### src/rtl/div_pkg.sv
// Shared definitions for the execute-stage divider.
//
// Contents:
//   RegisterBus / DoubleRegisterBus  operand and result widths (32 / 64)
//   div_state_e                      FSM state codes DivFree..DivEnd
//   DivResultReady/NotReady          levels of ready_o
//   DivStart/DivStop                 levels of start_i
//   neg32()                          two's-complement negate helper
//
// Build switch: define DIV_SIGNED_EN (e.g. +define+DIV_SIGNED_EN) to enable
// signed DIV support; leave it undefined for an unsigned-only divider.
package div_pkg;

    localparam int unsigned RegisterBus       = 32;
    localparam int unsigned DoubleRegisterBus = 64;

    typedef enum logic [1:0] {
        DivFree   = 2'b00,
        DivByZero = 2'b01,
        DivOn     = 2'b10,
        DivEnd    = 2'b11
    } div_state_e;

    localparam logic DivResultReady    = 1'b1;
    localparam logic DivResultNotReady = 1'b0;
    localparam logic DivStart          = 1'b1;
    localparam logic DivStop           = 1'b0;

    function automatic logic [RegisterBus-1:0] neg32(input logic [RegisterBus-1:0] v);
        return ~v + 32'd1;
    endfunction

endpackage

### src/rtl/div.sv
// Multi-cycle radix-2 restoring divider for DIV/DIVU.
//
// Ports:
//   clk           clock, rising edge
//   rst           synchronous active-high reset
//   signed_div_i  1 = signed DIV, 0 = DIVU (sampled at start)
//   opdata1_i     dividend (sampled at start)
//   opdata2_i     divisor  (sampled at start)
//   start_i       request, held until ready_o is seen
//   annul_i       abort from pipeline flush
//   result_o      {remainder, quotient}; zero unless ready_o
//   ready_o       result valid
//
// Latency is fixed: 33 edges after the start edge for a nonzero divisor,
// 2 edges for a zero divisor.
//
// Build switch: DIV_SIGNED_EN. When undefined, signed_div_i is ignored and
// all sign handling is removed.
module div
    import div_pkg::*;
(
    input  logic        clk,
    input  logic        rst,
    input  logic        signed_div_i,
    input  logic [31:0] opdata1_i,
    input  logic [31:0] opdata2_i,
    input  logic        start_i,
    input  logic        annul_i,
    output logic [63:0] result_o,
    output logic        ready_o
);

    div_state_e state_q, state_d;
    logic [5:0]  cnt_q, cnt_d;
    logic [64:0] work_q, work_d;
    logic [31:0] divisor_q, divisor_d;
    logic [63:0] result_d;
    logic        ready_d;

    logic [31:0] abs_op1;
    logic [31:0] abs_op2;
    logic [32:0] diff;
    logic [31:0] quot;
    logic [31:0] rem;

`ifdef DIV_SIGNED_EN
    logic neg_quot_q, neg_quot_d;
    logic neg_rem_q, neg_rem_d;
    logic op1_neg;
    logic op2_neg;

    assign op1_neg = signed_div_i & opdata1_i[31];
    assign op2_neg = signed_div_i & opdata2_i[31];
    assign abs_op1 = op1_neg ? neg32(opdata1_i) : opdata1_i;
    assign abs_op2 = op2_neg ? neg32(opdata2_i) : opdata2_i;
`else
    logic unused_signed_div;

    assign unused_signed_div = signed_div_i;
    assign abs_op1           = opdata1_i;
    assign abs_op2           = opdata2_i;
`endif

    // Trial subtraction; bit 32 set means the partial remainder is too small.
    assign diff = {1'b0, work_q[63:32]} - {1'b0, divisor_q};

    always_comb begin
        state_d   = state_q;
        cnt_d     = cnt_q;
        work_d    = work_q;
        divisor_d = divisor_q;
        result_d  = result_o;
        ready_d   = ready_o;
`ifdef DIV_SIGNED_EN
        neg_quot_d = neg_quot_q;
        neg_rem_d  = neg_rem_q;
`endif
        quot = work_q[31:0];
        rem  = work_q[64:33];
`ifdef DIV_SIGNED_EN
        if (neg_quot_q) quot = neg32(work_q[31:0]);
        if (neg_rem_q)  rem  = neg32(work_q[64:33]);
`endif

        unique case (state_q)
            DivFree: begin
                if (annul_i) begin
                    state_d = DivFree;
                end else if (start_i == DivStart) begin
                    if (opdata2_i == 32'd0) begin
                        state_d = DivByZero;
                    end else begin
                        state_d   = DivOn;
                        cnt_d     = 6'd0;
                        divisor_d = abs_op2;
                        work_d    = {32'd0, abs_op1, 1'b0};
`ifdef DIV_SIGNED_EN
                        neg_quot_d = op1_neg ^ op2_neg;
                        neg_rem_d  = op1_neg;
`endif
                    end
                end
            end

            DivByZero: begin
                state_d  = DivEnd;
                result_d = 64'd0;
            end

            DivOn: begin
                if (annul_i) begin
                    state_d  = DivFree;
                    cnt_d    = 6'd0;
                    ready_d  = DivResultNotReady;
                    result_d = 64'd0;
                end else if (cnt_q != 6'd32) begin
                    if (diff[32]) begin
                        work_d = {work_q[63:0], 1'b0};
                    end else begin
                        work_d = {diff[31:0], work_q[31:0], 1'b1};
                    end
                    cnt_d = cnt_q + 6'd1;
                end else begin
                    state_d  = DivEnd;
                    cnt_d    = 6'd0;
                    result_d = {rem, quot};
                    ready_d  = DivResultReady;
                end
            end

            DivEnd: begin
                if (start_i == DivStop) begin
                    state_d  = DivFree;
                    ready_d  = DivResultNotReady;
                    result_d = 64'd0;
                end else begin
                    // Already set on the normal path; raises ready for divide-by-zero.
                    ready_d = DivResultReady;
                end
            end

            default: begin
                state_d = DivFree;
            end
        endcase
    end

    always_ff @(posedge clk) begin
        if (rst) begin
            state_q   <= DivFree;
            cnt_q     <= 6'd0;
            work_q    <= 65'd0;
            divisor_q <= 32'd0;
            result_o  <= 64'd0;
            ready_o   <= DivResultNotReady;
`ifdef DIV_SIGNED_EN
            neg_quot_q <= 1'b0;
            neg_rem_q  <= 1'b0;
`endif
        end else begin
            state_q   <= state_d;
            cnt_q     <= cnt_d;
            work_q    <= work_d;
            divisor_q <= divisor_d;
            result_o  <= result_d;
            ready_o   <= ready_d;
`ifdef DIV_SIGNED_EN
            neg_quot_q <= neg_quot_d;
            neg_rem_q  <= neg_rem_d;
`endif
        end
    end

endmodule

### config.mk
export PLATFORM = sky130hd
export DESIGN_NAME = div
export DESIGN_NICKNAME = d
export VERILOG_FILES = /design/src/rtl/div_pkg.sv /design/src/rtl/div.sv
export SDC_FILE = /design/constraint.sdc
export NUM_CORES = 1
export LEC_CHECK = 0
export CORE_MARGIN = 2
export CORE_UTILIZATION = 54
export CTS_CLUSTER_DIAMETER = 50
export DETAILED_ROUTE_END_ITERATION = 8
export PLACE_DENSITY = 0.77
export REMOVE_ABC_BUFFERS = 1
export SLEW_MARGIN = 20
export SYNTH_ARGS = -nofsm -noshare
export SYNTH_HDL_FRONTEND = slang
export SYNTH_SLANG_ARGS = --single-unit
### constraint.sdc
create_clock -name clk -period 4 [get_ports clk]
set_clock_uncertainty 0.15 [all_clocks]
set_input_delay 0.8 -clock clk [delete_from_list [all_inputs] [get_ports clk]]
set_output_delay 0.8 -clock clk [all_outputs]
set_load 0.05 [all_outputs]
### Word level (Yosys, flattened, before mapping)

Index checks and enable logic that the tools add are counted.
Widths: inputs -> output; s select.

* add/subtract/negate cells: 2
* equality and inequality tests: 12
* muxes and demuxes: 28
* bitwise gates (word level): 2
* reduce and logical (&&, ||, !) cells: 11

Operator list (number)
* $mux 65: 6
* $mux 64: 3
* $pmux 64 s3: 1
* $pmux 65 s2: 1
* $sub 32x32->33: 1
* $logic_not 32->1: 1
* $mux 6: 5
* $mux 2: 6
* $ne 2x2->1 const B: 6
* $pmux 6 s2: 1
* $pmux 2 s4: 1
* $reduce_and 4->1: 2
* $add 6x1->6 const B: 1
* $ne 3x3->1 const B: 2
* $ne 6x6->1 const B: 1
* $reduce_and 3->1: 2
* $reduce_and 6->1: 1
* $eq 2x2->1 const B: 2
* $reduce_bool 2->1: 2
* $mux 1: 3
* $reduce_bool 3->1: 1
* $eq 2x1->1 const B: 1
* $logic_not 2->1: 1
* $not 1->1: 2
* other kinds (2): 2

* flip-flop bits (word level): 170
* bits of input ports: 69
* output and inout bits: 65
* word-level logic and storage cells: 61

### Depth between registers and ports, before layout

* depth after elaboration: 5
* mapped depth: 13
* gate-level depth less buffers: 12

### Worst setup path before layout

Ideal clock, no wire load.

* kind: flip-flop to flip-flop
* start point: register work_q[32]
* end point: register work_q[63]
* library setup time: 122 ps
* arrival: 2545 ps
* setup slack: 1183 ps
* stages on the path, launching flop included: 13
* buffers on the path: 0
* clock period less this slack: 2817 ps
* cell sequence: dfxtp_1 -> inv_1 -> ha_1 -> fa_1 -> nand2b_1 -> a21oi_2 -> o211ai_1 -> o311ai_1 -> a21oi_2 -> o41ai_2 -> xnor2_1 -> nor2_1 -> a221o_1

* cells in the longest elaborated chain, start to end: 5

Ends and longest elaborated chain
* start, declared: RTL line div.sv:35 `logic [64:0] work_q, work_d;`
* start signal, assigned: RTL line div.sv:163 `work_q <= work_d;`
* $sub 32x32->33: RTL line div.sv:65 `assign diff = {1'b0, work_q[63:32]} - {1'b0, divisor_q};`
* $mux 65: RTL line div.sv:117 `if (diff[32]) begin`
* $mux 65: RTL line div.sv:116 `end else if (cnt_q != 6'd32) begin`
* $mux 65: RTL line div.sv:111 `if (annul_i) begin`
* $pmux 65 s2: RTL line div.sv:85 `unique case (state_q)`

Every way passes these cells. The select of a mux whose other input is x is not followed.
A chain may end at the register's enable or synchronous reset.

### Worst setup path in the final report

Ends and elaborated chain as after synthesis.

==> flow_summary.yaml <==
setup_path:
  worstPathRequired_ps: 4170
  cp.arrival_ps: 3490
  path_class: "flop to flop"
  end_kind: "flop"
  crit_path_max_fanout: 4
  startpoint_type: "flop"
  r2r_slack_ps: 680
  rr_worst_depth: 12
yosys:
  muxShareOfSynthArea_pct: 9.86
  yosysTopAreaCellShare_pct: 39.9
  synth_area_leaders: "dfxtp_1, mux2i_1, a21oi_1"
  synth_compound_area_share_pct: 19.3
  yosysSeqAreaShare_pct: 39.9
  yosys_warnings: 0
  synth-adder-area-share_pct: 5.22
  synth_top_area_cell: "dfxtp_1"
  yosysUniqueCellTypes: 61
  syn_inst: 1026
  netlist_area_sq_mm: 0.00853
  ys_ff_latch: 170
  ys_async_sr_fraction_pct: 0
  synth_enable_flop_cells: 0
  synth_xor_xnor_area_share_pct: 3.08
  synth_flop_cell: "dfxtp_1"
  synthSimpleGateAreaFrac_pct: 17.2
  avgSynthCellArea_sq_um: 8.31
  synth_top_family_by_area: "compound AO/OA/AOI/OAI gates"
drt:
  vias: 7542
  drt_first_pass_iters: 4
  wl_per_cell_microns: 15.8
  routed_wirelength_microns: 21400
  ant_nets: 0
  via_per_inst: 5.59
  drt_iter0_drc: 371
  drc: 0
status:
  status: "finished, final reports clean"
clock_tree:
  clock-sinks: 170
  cts_tree: "done"
  insertion_delay_ps: 430
  post_cts_buffers: 0
  numCtsBuffers: 17
  cts_buffer_depth: 2
  ctsRootBufferMaster: "clkbuf_16"
  post_cts_resized: 0
  clkTransAtPathRegs_ps: 60
  htree_levels: 4
  holdBufCountCts: 0
global_route:
  grt_max_degree: 94
  grt_pass1_vias: 7222
  track_usage_pct: 26.3
  grt_pass1_wl_microns: 35400
  grt-ovfl-total: 0
  antenna_found_initial: 0
floorplanning:
  die_y_microns: 130
  core_area_sq_mm: 0.0153
  rows: 45
  ioPinCount: 134
  initial_core_util_pct: 55.7
  die_w_microns: 130
  die_area_sq_mm: 0.0168
placement:
  numPortBuffers: 132
  dp.final_hpwl_microns: 14500
  gp_congestion: 0.885
finish:
  syn_to_final_growth_pct: 24.5
  nFillCells: 1273
  drive_gt1_share_pct: 5.72
  fin_nets: 1228
  postLayoutCoreUtil_pct: 69.4
  n_antenna_cell: 0
timing:
  slew_headroom_pct: 35.2
  tightest_slew_ps: 972
  finalHoldWorstSlack_ps: 298
  rsz0062_at_grt: "false"
  finalHoldViolations: 0
  setup_viol: 0
  finalCritPeriodShare_pct: 83.1
  final_max_slew_viol_count: 0
  period_needed_ps: 3320
  timing.fmax_mhz: 301
power_and_ir_drop:
  ir_worst_vdd_mv: 0.363
  power.total_mw: 4.61
  power_density_mw_per_mm2: 434
  leakagePower_nw: 4.29
run:
  max_cap_violations: 0
worst_hold_path:
  holdPathStages: 2
  hp-class: "flop to flop"
==> cell usage in the layout, fill, tap and decap left out, types with 6 or more instances in the layout <==
cell type and n:
a211oi_1 34, a21o_1 15, a21oi_1 110, buf_4 16, clkbuf_16 17, clkdlybuf4s50_1 131, dfxtp_1 170, ha_1 34
inv_1 41, mux2i_1 84, nand2_1 122, nand2b_1 6, nand3_1 71, nand4_1 6, nor2_1 96, nor2b_1 6
nor4_1 10, o21ai_0 12, o21ai_1 36, o21bai_1 7, xnor2_1 19, xor2_1 11
==> per-stage QoR <==
stage | TNS, ps | std cells | cell area [sq um] | setup slack [ps]
finish | 0 | 1348 | 10600 | 675
global route | 0 | 1348 | 10600 | 546
CTS | 0 | 1348 | 10600 | 705
detailed placement | 0 | 1316 | 9970 | 397
global placement | 0 | 1316 | 9970 | 448
floorplan | -173680 | 956 | 8220 | -2860
==> logic make-up after synthesis <==
| group | Yosys count |
|---|---|
| XOR/XNOR | 30 |
| buffers and inverters | 111 |
| multiplexers | 84 |
| AO/OA/AOI/OAI | 260 |
| flip-flops | 170 |
| adder cells (fa/ha/maj) | 35 |
| AND/OR/NAND/NOR | 336 |
==> state kept, by name, indices dropped and copies added, names as in the netlist <==
signal,cells
divisor_q,32
result_o,64
state_q,2
cnt_q,6
ready_o,1
work_q,65
==> report_power, final <==
group,switching (mW),internal (mW),total (mW),leakage (nW)
sequential,0.0496,1.75,1.80,1.38
clock,0.687,1.12,1.80,0.314
combinational,0.563,0.438,1.00,2.59
total,1.30,3.31,4.61,4.29
==> cell usage after synthesis (7+ instances only) <==
cell type / n
o21bai_1: 7
xor2_1: 11
o21ai_0: 12
a21oi_1: 110
mux2i_1: 84
inv_1: 41
xnor2_1: 19
clkbuf_1: 43
nor2_1: 98
o21ai_1: 36
nand3_1: 71
nand2b_1: 7
nand2_1: 123
nor4_1: 10
a21o_1: 15
dfxtp_1: 170
ha_1: 34
buf_2: 19
a211oi_1: 34
==> worst paths after layout <==
path                start            to
max            work_q[32]    work_q[63]
min          result_o[41]  result_o[41]
max reg2reg    work_q[32]    work_q[63]
min reg2reg  result_o[41]  result_o[41]
==> per-layer routing <==
| metal | up-vias | wire, microns | global-route usage [%] |
|---|---|---|---|
| met5 | - | 0 | 0 |
| met4 | 0 | 263 | 7.21 |
| met3 | 25 | 1790 | 9.62 |
| met2 | 197 | 10200 | 43.7 |
| met1 | 3510 | 9140 | 32.2 |
| li1 | 3810 | - | - |
==> worst max-delay path: stages (launching register included) <==
cell and delay, ps:
dfxtp_1 370, inv_1 60, ha_1 220, fa_1 410
nand2b_1 200, a21oi_2 220, o211ai_1 170, o311ai_1 480
a21oi_2 170, o41ai_2 300, xnor2_1 160, nor2_1 50
a221o_1 250
==> area by class of cell <==
type                            count  area (sq um)  share of cell area, %
Clock buffer                       23           488                   4.59
Clock inverter                      9           159                   1.50
Inverter                           41           154                   1.45
Multi-Input combinational cell    745          4680                   44.1
Sequential cell                   170          3400                   32.0
Tap cell                          211           264                   2.49
Timing Repair Buffer              149          1470                   13.9
No activity file was read; power rests on OpenSTA's default activity.
